### src/rtl/valve_hv_scheduler.sv
// HV boost scheduler: holds commanded valves on LV and boosts newly opened valves
// in round-robin groups of at most MAX_GROUP, with a supply-recovery gap between groups.
module valve_hv_scheduler #(
   parameter int CHANNEL_NUM = 48,
   parameter int MAX_GROUP   = 8,
   parameter int HV_TIME     = 4000,
   parameter int GAP_TIME    = 200,
   parameter int IDX_W       = 6
) (
   input  logic                   sys_clk,
   input  logic                   rst_n,
   input  logic                   fault,
   input  logic                   frame_valid,
   input  logic [CHANNEL_NUM-1:0] frame_open,
   output logic [CHANNEL_NUM-1:0] lv_on,
   output logic [CHANNEL_NUM-1:0] hv_on,
   output logic                   busy,
   output logic [IDX_W:0]         backlog
);

   typedef enum logic [1:0] {
      ST_IDLE  = 2'd0,
      ST_SCAN  = 2'd1,
      ST_BOOST = 2'd2,
      ST_GAP   = 2'd3
   } state_t;

   localparam logic [IDX_W-1:0] LAST_IDX  = IDX_W'(CHANNEL_NUM - 1);
   localparam logic [IDX_W-1:0] IDX_ONE   = IDX_W'(1);
   localparam logic [IDX_W:0]   CNT_ONE   = (IDX_W + 1)'(1);
   localparam logic [IDX_W:0]   CH_TOTAL  = (IDX_W + 1)'(CHANNEL_NUM);
   localparam logic [IDX_W:0]   GRP_FULL  = (IDX_W + 1)'(MAX_GROUP);
   localparam logic [31:0]      HV_LOAD   = 32'(HV_TIME - 1);
   localparam logic [31:0]      GAP_LOAD  = 32'(GAP_TIME - 1);

   function automatic logic [IDX_W:0] popcount(input logic [CHANNEL_NUM-1:0] v);
      logic [IDX_W:0] cnt;
      cnt = '0;
      for (int i = 0; i < CHANNEL_NUM; i++) begin
         cnt = cnt + {{IDX_W{1'b0}}, v[i]};
      end
      return cnt;
   endfunction

   state_t                 state_r, state_s;
   logic [CHANNEL_NUM-1:0] cur_open_r, cur_open_s;
   logic [CHANNEL_NUM-1:0] pending_r, pending_s;
   logic [CHANNEL_NUM-1:0] group_r, group_s;
   logic [CHANNEL_NUM-1:0] grant_s;
   logic [IDX_W-1:0]       idx_r, idx_s, idx_inc_s;
   logic [IDX_W-1:0]       rr_ptr_r, rr_ptr_s;
   logic [IDX_W:0]         scanned_r, scanned_s;
   logic [31:0]            hv_cnt_r, hv_cnt_s;
   logic [31:0]            gap_cnt_r, gap_cnt_s;

   assign idx_inc_s = (idx_r == LAST_IDX) ? '0 : idx_r + IDX_ONE;

   // Next-state computation: FSM step, then frame merge, then scan-exit decision on the merged group.
   always_comb begin
      state_s    = state_r;
      cur_open_s = cur_open_r;
      group_s    = group_r;
      idx_s      = idx_r;
      rr_ptr_s   = rr_ptr_r;
      scanned_s  = scanned_r;
      hv_cnt_s   = hv_cnt_r;
      gap_cnt_s  = gap_cnt_r;
      grant_s    = '0;

      case (state_r)
         ST_IDLE: begin
            if (pending_r != '0) begin
               state_s   = ST_SCAN;
               idx_s     = rr_ptr_r;
               scanned_s = '0;
               group_s   = '0;
            end else begin
               state_s = ST_IDLE;
            end
         end
         ST_SCAN: begin
            if (pending_r[idx_r]) begin
               grant_s[idx_r] = 1'b1;
               group_s[idx_r] = 1'b1;
               rr_ptr_s       = idx_inc_s;
            end else begin
               rr_ptr_s = rr_ptr_r;
            end
            idx_s     = idx_inc_s;
            scanned_s = scanned_r + CNT_ONE;
         end
         ST_BOOST: begin
            if (hv_cnt_r == 32'd0) begin
               state_s   = ST_GAP;
               gap_cnt_s = GAP_LOAD;
            end else begin
               hv_cnt_s = hv_cnt_r - 32'd1;
            end
         end
         ST_GAP: begin
            if (gap_cnt_r == 32'd0) begin
               state_s = ST_IDLE;
            end else begin
               gap_cnt_s = gap_cnt_r - 32'd1;
            end
         end
         default: begin
            state_s = ST_IDLE;
         end
      endcase

      // Closing a valve drops it from both queues; only closed->open edges are (re)queued.
      pending_s = pending_r & ~grant_s;
      if (frame_valid) begin
         pending_s  = (pending_s & frame_open) | (frame_open & ~cur_open_r);
         group_s    = group_s & frame_open;
         cur_open_s = frame_open;
      end else begin
         cur_open_s = cur_open_r;
      end

      if (state_r == ST_SCAN) begin
         if ((popcount(group_s) >= GRP_FULL) || (scanned_s == CH_TOTAL)) begin
            if (group_s == '0) begin
               state_s = ST_IDLE;
            end else begin
               state_s  = ST_BOOST;
               hv_cnt_s = HV_LOAD;
            end
         end else begin
            state_s = ST_SCAN;
         end
      end else begin
         hv_cnt_s = hv_cnt_s;
      end
   end

   // State and registered outputs; fault has priority over everything but reset.
   always_ff @(posedge sys_clk or negedge rst_n) begin
      if (!rst_n) begin
         state_r    <= ST_IDLE;
         cur_open_r <= '0;
         pending_r  <= '0;
         group_r    <= '0;
         idx_r      <= '0;
         rr_ptr_r   <= '0;
         scanned_r  <= '0;
         hv_cnt_r   <= 32'd0;
         gap_cnt_r  <= 32'd0;
         lv_on      <= '0;
         hv_on      <= '0;
         busy       <= 1'b0;
         backlog    <= '0;
      end else if (fault) begin
         state_r    <= ST_IDLE;
         cur_open_r <= '0;
         pending_r  <= '0;
         group_r    <= '0;
         idx_r      <= '0;
         rr_ptr_r   <= '0;
         scanned_r  <= '0;
         hv_cnt_r   <= 32'd0;
         gap_cnt_r  <= 32'd0;
         lv_on      <= '0;
         hv_on      <= '0;
         busy       <= 1'b0;
         backlog    <= '0;
      end else begin
         state_r    <= state_s;
         cur_open_r <= cur_open_s;
         pending_r  <= pending_s;
         group_r    <= group_s;
         idx_r      <= idx_s;
         rr_ptr_r   <= rr_ptr_s;
         scanned_r  <= scanned_s;
         hv_cnt_r   <= hv_cnt_s;
         gap_cnt_r  <= gap_cnt_s;
         lv_on      <= cur_open_s;
         hv_on      <= (state_s == ST_BOOST) ? (group_s & cur_open_s) : '0;
         busy       <= (state_s != ST_IDLE) || (pending_s != '0);
         backlog    <= popcount(pending_s);
      end
   end

endmodule
### config.mk
export PLATFORM = sky130hd
export DESIGN_NAME = valve_hv_scheduler
export DESIGN_NICKNAME = d
export VERILOG_FILES = /design/src/rtl/valve_hv_scheduler.sv
export SDC_FILE = /design/constraint.sdc
export NUM_CORES = 1
export LEC_CHECK = 0
export ABC_AREA = 1
export CAP_MARGIN = 20
export CORE_MARGIN = 2
export CORE_UTILIZATION = 55
export DETAILED_ROUTE_END_ITERATION = 10
export MAX_ROUTING_LAYER = met4
export PLACE_DENSITY = 0.73
export SLEW_MARGIN = 25
export SYNTH_ARGS = -nofsm -noshare
export SYNTH_HDL_FRONTEND = slang
export SYNTH_SLANG_ARGS = --single-unit
### constraint.sdc
create_clock -name sys_clk -period 20.1 [get_ports sys_clk]
set_clock_uncertainty 0.15 [all_clocks]
set_input_delay 6.03 -clock sys_clk [delete_from_list [all_inputs] [get_ports sys_clk]]
set_output_delay 6.03 -clock sys_clk [all_outputs]
set_load 0.005 [all_outputs]
Yosys cells after proc, flatten, opt, wreduce, memory -nomap -nowiden
Index checks and enable logic that the tools add are counted.

storage, ports and cells
  register bits after elaboration = 285
  logic and storage cells = 195

cells by class
  bitwise operators = 9
  order comparisons = 3
  add/subtract/negate cells = 98
  mux-type cells = 47
  reductions and logical operators = 17
  eq/ne operators = 9

operator list
  operator                 count
  $mux W48                 12
  $add A7 B1 Y7            82
  $mux W32                 9
  $and A48 B48 Y48         5
  $not A48 Y48             2
  $or A48 B48 Y48          2
  $pmux W48 S2             1
  $reduce_bool A48 Y1      2
  $logic_not A32 Y1        2
  $pmux W32 S2             1
  $sub A32 B1 Y32 const B  2
  $logic_not A48 Y1        1
  $mux W6                  6
  $mux W7                  3
  $add A6 B1 Y7            2
  $pmux W7 S2              1
  $add A5 B1 Y6            2
  $mux W2                  6
  $pmux W6 S2              1
  $add A4 B1 Y5            2
  $ne A3 B3 Y1 const B     3
  $add A3 B1 Y4            2
  $add A7 B1 Y7 const B    1
  $eq A7 B6 Y1 const B     1
  20 further kinds         32

Depth between registers and ports, before layout
  depth after elaboration = 63
  mapped depth = 41
  gate-level depth less buffers = 38

Worst setup path after synthesis
Ideal clock, no wire load.

  path type = input to register
  from = input port frame_valid
  to = register hv_on[27]
  setup slack = 7.021 ns
  setup time = 0.121 ns
  stages on the path = 31
  path buffers = 7
  arrival time = 12.808 ns
  data required time = 19.829 ns
  path through = clkbuf_1 clkinv_1 clkbuf_1 clkbuf_1 clkbuf_1 clkbuf_1 nor2_1 inv_1 nand3_1 fa_1 inv_1 fa_1 fa_1 fa_1 fa_1 inv_1 fa_1 inv_1 fa_1 ha_1 fa_1 inv_1 a21oi_1 a211oi_1 nand2_1 a21oi_1 inv_1 nand2_1 buf_4 buf_6 nor2_1

on the way
  longest elaborated chain between the ends = 55
  elaborated cells on any way between the ends = 59
  classes of those cells = 47 x add/sub; 1 x order compare; 1 x eq/ne; 7 x mux; 1 x bitwise; 2 x reduce/logical

RTL lines
  item                          line  RTL
  start: declaration            13    input logic frame_valid,
  $mux W48                      114   if (frame_valid) begin
  $add A1 B1 Y2                 40    cnt = cnt + {{IDX_W{1'b0}}, v[i]};
  $add A2 B1 Y3                 40
  $add A3 B1 Y4                 40
  $add A4 B1 Y5                 40
  $add A5 B1 Y6                 40
  $add A6 B1 Y7                 40
  $add A7 B1 Y7 (41 in series)  40
  $ge A7 B4 Y1                  123   if ((popcount(group_s) >= GRP_FULL) || (scanned_s == CH_TOTAL)) begin
  $logic_or A1 B1 Y1            123
  $mux W2                       123
  $mux W2                       122   if (state_r == ST_SCAN) begin
  $eq A2 B2 Y1                  179   hv_on <= (state_s == ST_BOOST) ? (group_s & cur_open_s) : '0;
  $mux W48 *                    179
  $mux W48 *                    154   end else if (fault) begin
  end signal: assignment        179
  end: declaration              16    output logic [CHANNEL_NUM-1:0] hv_on,

Every way passes the cells marked *; elsewhere a longest branch is shown, timed or not.
A chain may end at the register's enable or synchronous reset.

Final worst setup path
  from = input port frame_valid
  to = register hv_cnt_r[12]

on the way
  longest elaborated chain between the ends = 53
  elaborated cells on any way between the ends = 55
  classes of those cells = 47 x add/sub; 1 x order compare; 5 x mux; 2 x reduce/logical

RTL lines
  item                          line  RTL
  $mux W48 *                    114
  $add A1 B1 Y2                 40
  $add A2 B1 Y3                 40
  $add A3 B1 Y4                 40
  $add A4 B1 Y5                 40
  $add A5 B1 Y6                 40
  $add A6 B1 Y7                 40
  $add A7 B1 Y7 (41 in series)  40
  $ge A7 B4 Y1                  123
  $logic_or A1 B1 Y1            123
  $mux W32 *                    123
  $mux W32 *                    122
  $mux W32 *                    154
  end signal: assignment        176   hv_cnt_r <= hv_cnt_s;
  end: declaration              53    logic [31:0] hv_cnt_r, hv_cnt_s;

Marked as above.

==> impl_metrics.csv <==
group,metric,value,unit
timing,drv_slew,0,
worst_setup_path,crit_type,"input port to flip-flop",
timing,tightest_slew,1.08,ns
final_layout,fin_nets,2491,
worst_setup_path,cp.required,20.41,ns
logic_synthesis,synthesis.area,16900,um2
power,p_comb_share,43.4,%
grt,grt_max_degree,84,
final_layout,diodes,0,
power,seqPwrFrac,28.6,%
worst_setup_path,r2r_slack,10.01,ns
timing,whs,0.338,ns
clock_network,cts_tree,"done",
worst_setup_path,slowest_delay,0.58,ns
place,dp.cells,2696,
logic_synthesis,async_flop_share,100,%
timing,rsz0062_at_grt,"no",
clock_network,cts_buffers,31,
min_path,hold_end,"gap_cnt_r[20]",
worst_setup_path,reg2reg_depth,31,
logic_synthesis,yosysTopAreaCellShare,41.9,%
power,power_switching,0.000860,W
clock_network,root_buffer,"clkbuf_16",
place,detailed_place_hpwl,40200,um
worst_setup_path,cp_max_fo,54,
final_layout,syn2layout_area_growth,17.0,%
worst_setup_path,end_kind,"flip-flop",
logic_synthesis,ys_warn_count,0,
run,maxCapViolCount,0,
drt,drt_first_iter_violations,1721,
worst_setup_path,critical_path_arrival,14.26,ns
clock_network,clk_pin_slew_worst_paths,0.06,ns
timing,slew-limit-headroom,27.6,%
logic_synthesis,ys_top_cells_by_area,"dfrtp_1, nand2_1, nor2_1, fa_1, inv_1",
worst_setup_path,slowest_stage,"buf_4",
floorplanning,dieWidth,180,um
worst_setup_path,worstSetupStartpointType,"input port",
place,io_buffer_count,154,
power,cellInternalPower,0.00137,W
floorplanning,start_util,55.7,%
clock_network,cts.sinks,284,
final_layout,final_layout_size_suffix_gt1_share,4.93,%
power,p_clk_share,28.0,%
timing,min_period,13.94,ns
worst_setup_path,r2r-start,"idx_r[0]",
drt,first_pass_iters,6,
min_path,whs_path_depth,1,
drt,drc_errors,0,
drt,via_per_inst,5.65,
floorplanning,core-area,30400,um2
grt,grt_usage,35.2,%
place,pre_cts_ws,5.62,ns
clock_network,postCtsSetupBuffers,0,
grt,grt_pass1_wl,86400,um
floorplanning,rows,64,
final_layout,stdcell_count,2751,
logic_synthesis,ys.flop_type,"dfrtp_1",
status,outcome,"complete, no violations",
timing,period_share,69.4,%
timing,hold_viol,0,
min_path,hp-class,"flip-flop to flip-flop",
timing,report.final.setup_viol,0,
timing,finalWorstSetupSlack,6.16,ns
grt,antenna_found_initial,0,
power,leakagePower,10.4,nW
power,swShare,38.5,%
drt,post_drt_wl_per_cell,20.1,um
final_layout,final_util,65.2,%
worst_setup_path,r2r_end,"hv_cnt_r[12]",
timing,setup_tns,0,ns
clock_network,cts-hold-fix-buffers,0,
final_layout,fillers,2667,
power,peakVddDrop,0.000217,V
floorplanning,pin_count,156,
grt,grt-ovfl-total,0,
floorplanning,die_h,180,um
place,gp_congestion,1.02,
logic_synthesis,synth_nets,2369,
clock_network,cts_resized,0,
timing,max_freq,71.7,MHz
logic_synthesis,synth_top_area_cell,"dfrtp_1",
clock_network,clk_path_buf_depth,3,
drt,drt_wl_total,55300,um
worst_setup_path,critPathMostFrequentCell,"fa_1",
drt,ant_nets,0,
logic_synthesis,synth_cell_types,47,
drt,num_vias,15600,
logic_synthesis,synth_edf_count,0,
min_path,hold_start,"gap_cnt_r[20]",
logic_synthesis,yosysSeqAreaShare,41.9,%
logic_synthesis,syn_area_per_cell,7.67,um2
clock_network,clock_latency,0.57,ns
logic_synthesis,ys_seq_elements,284,
logic_synthesis,synthCells,2211,
clock_network,cts_max_level,1,
power,power.density,113,nW/um2
floorplanning,fp.dieArea,32200,um2
grt,grt_pass1_vias,15100,
logic_synthesis,synthTopCellsByCount,"nand2_1, nor2_1, inv_1",
metrics by stage:
step,cell area [um2],total power (W)
final,19800,0.00223
after global routing,19800,0.00238
after CTS,19800,0.00223
after detailed placement,18700,0.00160
after global placement,18700,0.00156
after floorplan,16900,0.00132
metal layers:
metal	vias up	share of wire [%]	global-route usage [%]
li1	7114	-	-
met1	7487	43	49.7
met2	836	45	52.4
met3	114	9.1	5.75
met4	0	3.2	11.2
met5	-	0	-
area by class of cell:
class / instances / area, um2 / share of cell area, %
well taps: 396 / 495 / 2.50
clock buffers: 42 / 857 / 4.32
multi-input cells: 1499 / 8160 / 41.2
clock inverters: 13 / 246 / 1.24
flip-flops and latches: 284 / 7110 / 35.9
inverters: 349 / 1310 / 6.61
repair buffers: 168 / 1650 / 8.31
worst max-delay path: cells and delay by family:
family / cells / cell delay (ns)
adders and majority gates: 9 / 3.96
buffers and inverters: 10 / 1.66
and+or+nand+nor: 6 / 1.43
AOI/OAI and AO/OA: 4 / 1.14
flip-flops by register name (all words and copies together), names as in the netlist:
register and flops:
gap_cnt_r 32, state_r 2, rr_ptr_r 6, hv_on 48
pending_r 48, hv_cnt_r 32, group_r 48, idx_r 6
cur_open_r 48, scanned_r 7, backlog 6, busy 1
placed cells by master (no fill, tap or decap), types with 5 or more instances in the layout:
cell type          n
nor2_1           423
nand2_1          421
inv_1            340
dfrtp_1          283
clkdlybuf4s50_1  151
o21ai_0          144
nand3_1          134
fa_1              78
a21oi_1           60
nor3_1            50
nand4_1           34
clkbuf_16         31
ha_1              28
or2_2             26
xor2_1            18
buf_4             14
o22ai_1           10
xnor2_1            8
nor2_2             7
inv_2              7
clkbuf_1           7
bufinv_16          7
nand3b_1           6
clkinv_2           5
a211oi_1           5
o211ai_1           5
nor3b_1            5
worst max-delay path by stage:
stage / from / to / cells after the start / slack, ns
finish: frame_valid / hv_cnt_r[12] / 29 / 6.16
global route: frame_valid / hv_cnt_r[12] / 29 / 5.72
CTS: frame_valid / hv_cnt_r[12] / 29 / 6.19
detailed placement: frame_valid / hv_cnt_r[12] / 29 / 5.62
global placement: frame_valid / hv_cnt_r[27] / 29 / 5.85
floorplan: frame_valid / hv_on[27] / 31 / 7.02
logic make-up (layout without fill, tap and decap cells):
group	count (synthesis)	count (layout)	share of synthesized area, %
other	1	1	0.0221
buffers and inverters	428	572	9.97
DFF	284	284	41.9
and+or+nand+nor	1119	1119	27.5
AOI/OAI and AO/OA	247	247	7.90
adders and majority gates	106	106	11.3
xor gates and xnor gates	26	26	1.34
power by group through the flow:
stage	sequential, W	combinational (W)	clock [W]
final	0.000637	0.000968	0.000626
after global routing	0.000640	0.00109	0.000653
after CTS	0.000636	0.000964	0.000628
after detailed placement	0.000646	0.000953	0
after global placement	0.000646	0.000916	0
after floorplan	0.000633	0.000688	0
Note: power is estimated with default switching activity, not from simulation.
